--- src/rtl/pipelined_barrel_shifter.sv ---
// Pipelined barrel shifter: rotate, logical and arithmetic shifts in either
// direction. A tag travels with each operation. Valid/ready handshakes are
// provided on both sides, and the whole pipe stalls at once.
//
// Ports:
//   clk, rst_n          clock (rising edge), asynchronous active-low reset
//   in_valid/in_ready   input handshake; in_ready = !(out_valid && !out_ready)
//   in_data  [WIDTH]    operand
//   in_amnt  [SHW]      shift amount, 0..WIDTH-1
//   in_dir              0 = right, 1 = left
//   in_mode  [2]        00 logical, 01 arithmetic, 1x rotate
//   in_tag   [TAG_W]    sideband tag, returned unmodified
//   out_valid/out_ready output handshake
//   out_data [WIDTH]    shifted result (registered)
//   out_tag  [TAG_W]    tag of the result (registered)
module pipelined_barrel_shifter #(
  parameter int unsigned WIDTH     = 32,
  parameter int unsigned SHW       = $clog2(WIDTH),
  parameter int unsigned REG_EVERY = 1,
  parameter int unsigned TAG_W     = 4
) (
  input  logic             clk,
  input  logic             rst_n,
  input  logic             in_valid,
  output logic             in_ready,
  input  logic [WIDTH-1:0] in_data,
  input  logic [SHW-1:0]   in_amnt,
  input  logic             in_dir,
  input  logic [1:0]       in_mode,
  input  logic [TAG_W-1:0] in_tag,
  output logic             out_valid,
  input  logic             out_ready,
  output logic [WIDTH-1:0] out_data,
  output logic [TAG_W-1:0] out_tag
);

  localparam int unsigned NREG = (SHW + REG_EVERY - 1) / REG_EVERY;

  logic stall;

  // One mux stage: shift by the constant sh according to direction and mode.
  function automatic logic [WIDTH-1:0] shift_stage(
    input logic [WIDTH-1:0] x,
    input int unsigned      sh,
    input logic             left,
    input logic [1:0]       mode,
    input logic             sign
  );
    logic [WIDTH-1:0] res;
    res = x;
    if (mode[1]) begin
      res = left ? ((x << sh) | (x >> (WIDTH - sh)))
                 : ((x >> sh) | (x << (WIDTH - sh)));
    end else if (left) begin
      res = x << sh;
    end else if (mode[0]) begin
      // Arithmetic right: vacated MSBs take the original operand sign.
      res = (x >> sh) | (~({WIDTH{1'b1}} >> sh) & {WIDTH{sign}});
    end else begin
      res = x >> sh;
    end
    return res;
  endfunction

  // Global stall: any held result freezes every register in the pipe.
  assign stall    = out_valid && !out_ready;
  assign in_ready = !stall;

  // Segment s holds mux stages [LO, HI) followed by one pipeline register.
  for (genvar s = 0; s < NREG; s++) begin : g_seg
    localparam int unsigned LO = s * REG_EVERY;
    localparam int unsigned HI = ((s + 1) * REG_EVERY < SHW) ? (s + 1) * REG_EVERY : SHW;
    localparam int unsigned NS = HI - LO;
    localparam int unsigned NA = SHW - LO;

    logic [WIDTH-1:0] d_in;
    logic [NA-1:0]    a_in;
    logic             dir_in;
    logic [1:0]       mode_in;
    logic             sign_in;
    logic [TAG_W-1:0] tag_in;
    logic             valid_in;
    logic [WIDTH-1:0] chain [NS+1];

    logic [WIDTH-1:0] r_data;
    logic [TAG_W-1:0] r_tag;
    logic             r_valid;

    // Segment source: the input ports, or the previous pipeline register.
    if (s == 0) begin : g_src
      assign d_in     = in_data;
      assign a_in     = in_amnt;
      assign dir_in   = in_dir;
      assign mode_in  = in_mode;
      assign sign_in  = in_data[WIDTH-1];
      assign tag_in   = in_tag;
      assign valid_in = in_valid && in_ready;
    end else begin : g_src
      assign d_in     = g_seg[s-1].r_data;
      assign a_in     = g_seg[s-1].g_ctl.r_amnt;
      assign dir_in   = g_seg[s-1].g_ctl.r_dir;
      assign mode_in  = g_seg[s-1].g_ctl.r_mode;
      assign sign_in  = g_seg[s-1].g_ctl.r_sign;
      assign tag_in   = g_seg[s-1].r_tag;
      assign valid_in = g_seg[s-1].r_valid;
    end

    assign chain[0] = d_in;

    // Stage k = LO + j shifts by 2^k when its amount bit is set.
    for (genvar j = 0; j < NS; j++) begin : g_stage
      assign chain[j+1] = a_in[j]
                        ? shift_stage(chain[j], (1 << (LO + j)), dir_in, mode_in, sign_in)
                        : chain[j];
    end

    // Data, tag and valid register for this segment.
    always_ff @(posedge clk or negedge rst_n) begin
      if (!rst_n) begin
        r_valid <= 1'b0;
        r_data  <= '0;
        r_tag   <= '0;
      end else if (!stall) begin
        r_valid <= valid_in;
        r_data  <= chain[NS];
        r_tag   <= tag_in;
      end
    end

    // Control for later stages; the final segment has none left to carry.
    if (s < NREG - 1) begin : g_ctl
      logic [NA-NS-1:0] r_amnt;
      logic             r_dir;
      logic [1:0]       r_mode;
      logic             r_sign;

      always_ff @(posedge clk or negedge rst_n) begin
        if (!rst_n) begin
          r_amnt <= '0;
          r_dir  <= 1'b0;
          r_mode <= 2'b00;
          r_sign <= 1'b0;
        end else if (!stall) begin
          r_amnt <= a_in[NA-1:NS];
          r_dir  <= dir_in;
          r_mode <= mode_in;
          r_sign <= sign_in;
        end
      end
    end
  end

  // The final register drives the outputs directly.
  assign out_valid = g_seg[NREG-1].r_valid;
  assign out_data  = g_seg[NREG-1].r_data;
  assign out_tag   = g_seg[NREG-1].r_tag;

endmodule

--- config.mk ---
export PLATFORM = sky130hd
export DESIGN_NAME = pipelined_barrel_shifter
export DESIGN_NICKNAME = d
export VERILOG_FILES = /design/src/rtl/pipelined_barrel_shifter.sv
export SDC_FILE = /design/constraint.sdc
export NUM_CORES = 1
export LEC_CHECK = 0
export CAP_MARGIN = 20
export CORE_ASPECT_RATIO = 1.5
export CORE_MARGIN = 3
export CORE_UTILIZATION = 34
export CTS_BUF_LIST = sky130_fd_sc_hd__clkbuf_4 sky130_fd_sc_hd__clkbuf_8
export DETAILED_ROUTE_END_ITERATION = 8
export GPL_TIMING_DRIVEN = 1
export PLACE_DENSITY_LB_ADDON = 0.08
export RECOVER_POWER = 100
export SYNTH_ARGS = -nofsm -noshare
export SYNTH_HDL_FRONTEND = slang
export SYNTH_SLANG_ARGS = --single-unit
--- constraint.sdc ---
create_clock -name clk -period 1.43 [get_ports clk]
set_input_delay 0.286 -clock clk [delete_from_list [all_inputs] [get_ports clk]]
set_output_delay 0.286 -clock clk [all_outputs]
set_load 0.01 [all_outputs]
==> results.txt, run 1 <==
Post-Synth Adder-Cell Area -> 0%
#FFs+latches synth -> 211
min-delay src -> in_amnt[0]
count of final setup violators -> 131
max_cap viols -> 0
root buffer cell -> clkbuf_8
Worst slew margin -> 59.88%
Placer Congestion -> 0.7650
die height -> 226.9 um
hold slack -> 0.2004 ns
placed cell count -> 1677
worst hold endpoint -> g_seg[0].r_data[2]$_DFFE_PN0N_
Congestion Overflow GR -> 0
via count of the first global-routing pass -> 8984
RSZ-0062 raised after global routing -> true
total negative slack -> -6.709 ns
global-route wire length before repair -> 48.30 mm
R2R setup slack -> -0.11 ns
Lkg Pwr -> 7.000 nW
multiplexer area fraction after synthesis -> 10.31%
pwr dens -> 2264 nW/um^2
Worst path most repeated cell -> buf_12
clock tree buffer depth -> 3
count of TritonRoute iterations in the first routing pass -> 4
Global Route Usage Sum -> 16.86%
net count after synthesis -> 1226
H-tree Lvls -> 2
PnR worst setup slack -> -0.1134 ns
FP Rows -> 80
WHS Path Cells -> 3
post-route ant nets -> 0
Tmin final -> 1.543 ns
Synth Area per Inst -> 9.391 um^2
post-synth top area share -> 47.73%
Ports -> 86
antenna violations before repair -> 0
crit path from -> out_valid$_DFFE_PN0N_
P_int -> 0.02038 W
Syn Std Cell Area -> 11060 um^2
Max stage delay cell, worst path -> dfrtp_1
Max Fclk -> 647.9 MHz
core area -> 31930 um^2
Starting Density -> 34.65%
Setup Skew -> 0.01580 ns
Synth-to-Final Area Change -> 34.46%
Worst R2R Start -> out_valid$_DFFE_PN0N_
XOR/XNOR Fraction of Synth Area -> 0%
Post-synth top cells -> dfrtp_1 (211), nand2_1 (210), mux2i_1 (114)
count leader, synth -> dfrtp_1
Post-Synthesis Cells -> 1178
Setup Crit Path Kind -> reg -> reg
register share of total power -> 34.6%
Clk pin slew, worst setup/hold paths -> 0.06 ns
CTS buffer count -> 36
Max stage delay on crit path -> 0.36 ns
Worst Path Required -> 1.83 ns
Synth Area in Simple Gates -> 16.64%
CP endpoint kind -> flip-flop
failing checks -> setup timing
starting DRC count in detailed routing -> 358
switching pwr -> 0.01329 W
CTS tree -> built
final cell count without fillers -> 1767
DPL Wire Length -> 20.92 mm
Clock Latency Late Sink -> 0.53 ns
Die ar. -> 34780 um^2
Final Hold Viols -> 0
Final Max Tran Viols -> 0
Detailed Route WL -> 31.01 mm
largest net degree at the start of global routing -> 66
DRC -> 0
Synth area leaders -> dfrtp_1 (48%), mux2i_1 (10%), nand2_1 (7.1%), a21o_1 (6.7%), a211oi_1 (6.7%)
register area share after synthesis -> 47.73%
area leader, netlist -> dfrtp_1
Vias/cell -> 5.126
Clk pwr share -> 16.1%
fill count -> 3160
Ys Warns -> 0
Synth cell types -> 31
wire length per cell -> 17.55 um
Hold WC Path Type -> in -> reg
Synth Flop Type -> dfrtp_1
status -> finished with violations
VDD IR-drop max -> 0.0007065 V
number of enable flip-flop cells after synthesis -> 0
Arrival @ worst endpoint -> 1.94 ns
I/O Buffers -> 85
Async S/R FF share, synth -> 100.0%
Least-Margin Pin Slew -> 0.6019 ns
Reg2Reg Depth -> 8
Sink Count -> 211
Nets -> 1387
via count -> 9057
share of cells above drive strength 1 -> 26.70%
Compound-Gate Fraction of Synth Area -> 20.13%
Startpoint Class -> flip-flop
Max Fanout on Critical Path -> 6
switching share of power -> 39.47%
chip width -> 153.3 um
crit-path cells -> nor2b_4 -> inv_4 -> buf_4 -> buf_6 -> buf_12 -> buf_12 -> mux2i_2 -> a21oi_1
final worst-path cycle share -> 107.9%
Reg2Reg Capture Point -> out_data[20]$_DFFE_PN0N_
combinational power share -> 49.3%
largest family of logic cells by synthesized area -> compound AO/OA/AOI/OAI gates
flip-flops by register name, summed over array words and instances (netlist names):
signal,cells
g_seg.g_ctl.r_sign,4
g_seg.g_ctl.r_dir,4
g_seg.g_ctl.r_amnt,10
g_seg.g_ctl.r_mode,8
out_tag,4
g_seg.r_tag,16
out_data,32
out_valid,1
g_seg.r_valid,4
g_seg.r_data,128
layout by cell type (no fill, tap or decap), types with 40 or more instances in the layout:
cell,n
clkdlybuf4s50_1,44
buf_6,40
mux2i_1,111
a21o_1,99
nor2_1,111
a211oi_2,64
clkbuf_8,46
buf_4,50
dfrtp_1,210
nand2_1,175
worst max-delay path: cells and delay by family (launching register included):
kind	cells	cell delay [ns]
mux	1	0.19
compound gates	1	0.06
buf+inv	5	0.61
flops	1	0.36
simple gates	1	0.20
area by class of cell:
type	count	area, um^2	share of cell area (%)
timing repair buffer	230	2544	17.10
clock buffer	54	693.2	4.660
tap	410	513.0	3.449
antenna	1	2.502	0.01682
clock inverter	1	5.005	0.03364
inverter	2	10.01	0.06729
sequential	211	5281	35.50
multi-input combinational	858	5827	39.17
stage by stage:
step | power, W | util, % | instance area, um^2 | setup slack [ns]
3_3_place_gp | 0.02559 | 40.91 | 13060 | -0.4113
3_5_place_dp | 0.02588 | 40.91 | 13060 | -0.4171
5_1_grt | 0.03631 | 46.58 | 14870 | -0.1878
2_1_floorplan | 0.01997 | - | 11060 | 0.1496
4_1_cts | 0.03211 | 43.97 | 14040 | -0.1842
6_report | 0.03367 | 46.59 | 14880 | -0.1134
routing by layer:
layer / part of all wire (%) / up-vias / global-route usage [%]
met2: 52 / 155 / 30.60
met3: 3.5 / 56 / 2.673
met5: 0 / - / 0
met4: 3.1 / 0 / 6.299
met1: 41 / 4384 / 20.13
li1: - / 4462 / -
power groups by stage:
stage          clock network, W  registers, W  logic, W
2_1_floorplan                 0        0.0108   0.00917
3_3_place_gp                  0        0.0117    0.0139
3_5_place_dp                  0        0.0117    0.0141
4_1_cts                 0.00567        0.0116    0.0148
5_1_grt                 0.00592        0.0121    0.0183
6_report                0.00541        0.0117    0.0166
cell families after synthesis:
group	after synthesis
flip-flops	211
multiplexers	114
buffers and inverters	109
AO/OA/AOI/OAI	325
AND/OR/NAND/NOR	419
worst max-delay path by stage:
stage	end	slack, ns	depth (start not counted)
3_3_place_gp	g_seg[3].r_data[17]$_DFFE_PN0N_	-0.41	6
4_1_cts	in_ready	-0.18	3
5_1_grt	in_ready	-0.19	3
6_report	out_data[20]$_DFFE_PN0N_	-0.11	8
2_1_floorplan	g_seg[1].r_data[10]$_DFFE_PN0N_	0.15	5
3_5_place_dp	g_seg[3].r_data[17]$_DFFE_PN0N_	-0.42	6
repair_timing:
item / 4_1_cts / 5_1_grt
pin swaps: 0 / 28
cloned: 3 / 10
buffers inserted: 11 / 9
hold buffers: 1 / 0
setup endpoints to repair: 114 / 144
gates resized for setup: 215 / 180
endpoints found under the hold margin: 211 / 0
Power figures use the tool's default switching activity.
==> inputs of run 2 (changes only) <==
- SKIP_LAST_GASP: default -> 1
==> results.txt, run 2 (synthesis gave the netlist of run 1 again) <==
Vias/cell -> 5.102
Synth-to-Final Area Change -> 36.94%
Ports -> 86
clock tree buffer depth -> 3
DPL Wire Length -> 20.92 mm
Global Route Usage Sum -> 16.73%
Max Fanout on Critical Path -> 2
Nets -> 1395
Clk pwr share -> 15.8%
R2R setup slack -> -0.11 ns
CP endpoint kind -> primary output
global-route wire length before repair -> 47.87 mm
starting DRC count in detailed routing -> 361
hold slack -> 0.2105 ns
Biggest register -> g_seg.r_data
antenna violations before repair -> 0
Final Max Tran Viols -> 0
die height -> 226.9 um
chip width -> 153.3 um
largest net degree at the start of global routing -> 66
RSZ-0062 raised after global routing -> true
root buffer cell -> clkbuf_8
PnR worst setup slack -> -0.1120 ns
FP Rows -> 80
share of cells above drive strength 1 -> 28.45%
wire length per cell -> 17.81 um
Setup Crit Path Kind -> reg -> out
CTS tree -> built
register share of total power -> 34.0%
Startpoint Class -> flip-flop
Worst path most repeated cell -> buf_6
status -> finished with violations
Least-Margin Pin Slew -> 0.6060 ns
Placement Cell Area -> 13060 um^2
max FFs per register -> 128
Tmin final -> 1.542 ns
VDD IR-drop max -> 0.0007098 V
Congestion Overflow GR -> 0
Worst Path Required -> 1.14 ns
Max Fclk -> 648.5 MHz
max_cap viols -> 0
post-route ant nets -> 0
Arrival @ worst endpoint -> 1.26 ns
Crit path buffers/inverters -> 3
Clock Latency Late Sink -> 0.53 ns
Max stage delay on crit path -> 0.39 ns
Placement Setup Slack -> -0.4171 ns
placed cell count -> 1677
H-tree Lvls -> 2
Clk pin slew, worst setup/hold paths -> 0.06 ns
fin area -> 15150 um^2
failing checks -> setup timing
DRC -> 0
switching pwr -> 0.01344 W
combinational power share -> 50.1%
final cell count without fillers -> 1775
count of final setup violators -> 86
cell family contributing the most delay on the critical path -> flip-flops
via count -> 9056
Starting Density -> 34.65%
Final Hold Viols -> 0
Setup Skew -> 0.01361 ns
Detailed Route WL -> 31.61 mm
P_int -> 0.02071 W
most common cell after layout, fill and taps aside -> dfrtp_1
crit-path cells -> buf_4 -> buf_6 -> buf_6
fill count -> 3117
I/O Buffers -> 85
switching share of power -> 39.35%
Die ar. -> 34780 um^2
via count of the first global-routing pass -> 8915
Worst slew margin -> 59.60%
Sink Count -> 211
most frequent cells in the layout -> dfrtp_1 (210), nand2_1 (191), nor2_1 (111), mux2i_1 (109), a21o_1 (99)
Hold WC Path Type -> in -> reg
Max stage delay cell, worst path -> dfrtp_1
core area -> 31930 um^2
count of TritonRoute iterations in the first routing pass -> 4
final worst-path cycle share -> 107.8%
pwr dens -> 2254 nW/um^2
Placer Congestion -> 0.7650
Lkg Pwr -> 7.186 nW
CTS buffer count -> 36
[run 2: cell types whose count changed in the layout (fill, tap and decap cells not counted), sizes merged]
cell    delta
buf       +37
clkbuf    -29
[run 2: timing repair]
item | in CTS | in global routing
gates cloned | 3 | 18
resized for setup | 183 | 201
hold endpoints to repair | 211 | 0
pin swaps | 0 | 19
setup buffers | 11 | 13
hold buffers | 1 | 0
setup endpoints to repair | 114 | 150
[run 2: area by class of cell]
cell class | count | area, um^2 | share of cell area [%]
Tap cell | 410 | 513.0 | 3.386
Sequential cell | 211 | 5281 | 34.86
Antenna cell | 1 | 2.502 | 0.01652
Clock inverter | 1 | 5.005 | 0.03304
Timing Repair Buffer | 238 | 2720 | 17.96
Inverter | 2 | 10.01 | 0.06607
Clock buffer | 54 | 693.2 | 4.575
Multi-Input combinational cell | 858 | 5924 | 39.11
[run 2: through the flow]
step | power (W) | util (%) | setup TNS, ns
floorplan | 0.01997 | - | 0
global route | 0.03672 | 47.44 | -13.20
finish | 0.03415 | 47.45 | -5.226
detailed placement | 0.02588 | 40.91 | -61.29
CTS | 0.03180 | 43.55 | -10.30
global placement | 0.02559 | 40.91 | -59.62
[run 2: final timing paths]
kind                            cells past startpoint                                    to                               from
worst max register to register                      7        g_seg[0].r_data[2]$_DFFE_PN0N_              out_valid$_DFFE_PN0N_
worst max-delay path                                3                             out_valid              out_valid$_DFFE_PN0N_
max in group asynchronous                           3       g_seg[0].r_data[15]$_DFFE_PN0N_                              rst_n
worst min register to register                      2     g_seg[3].g_ctl.r_sign$_DFFE_PN0N_  g_seg[3].g_ctl.r_sign$_DFFE_PN0N_
min in group asynchronous                           2  g_seg[2].g_ctl.r_amnt[0]$_DFFE_PN0N_                              rst_n
worst min-delay path                                3        g_seg[0].r_data[1]$_DFFE_PN0N_                         in_amnt[0]
[run 2: worst reg2reg max path, delay by kind of cell, from the launching register on]
| family | cells | cell delay, ns |
|---|---|---|
| buffers and inverters | 5 | 0.73 |
| flip-flops | 1 | 0.39 |
| AO/OA/AOI/OAI | 1 | 0.17 |
| AND/OR/NAND/NOR | 1 | 0.15 |
[run 2: per-layer routing]
| metal | up-vias | routed length (um) | global-route usage (%) |
|---|---|---|---|
| met2 | 156 | 16640 | 30.49 |
| met4 | 0 | 990 | 6.299 |
| met1 | 4373 | 12870 | 19.83 |
| met5 | - | 0 | 0 |
| li1 | 4464 | - | - |
| met3 | 63 | 1116 | 2.673 |
[run 2: power by group through the flow]
stage | Clock (W) | Combinational [W] | Sequential [W]
after global routing | 0.00592 | 0.0188 | 0.0120
after CTS | 0.00567 | 0.0145 | 0.0116
after detailed placement | 0 | 0.0141 | 0.0117
after global placement | 0 | 0.0139 | 0.0117
final | 0.00541 | 0.0171 | 0.0116
after floorplan | 0 | 0.00917 | 0.0108
==> inputs of run 3 (changes only) <==
- SKIP_LAST_GASP: 1 -> default
==> results of run 3 <==
The final DEF is identical to that of run 1; final timing and power are the same.
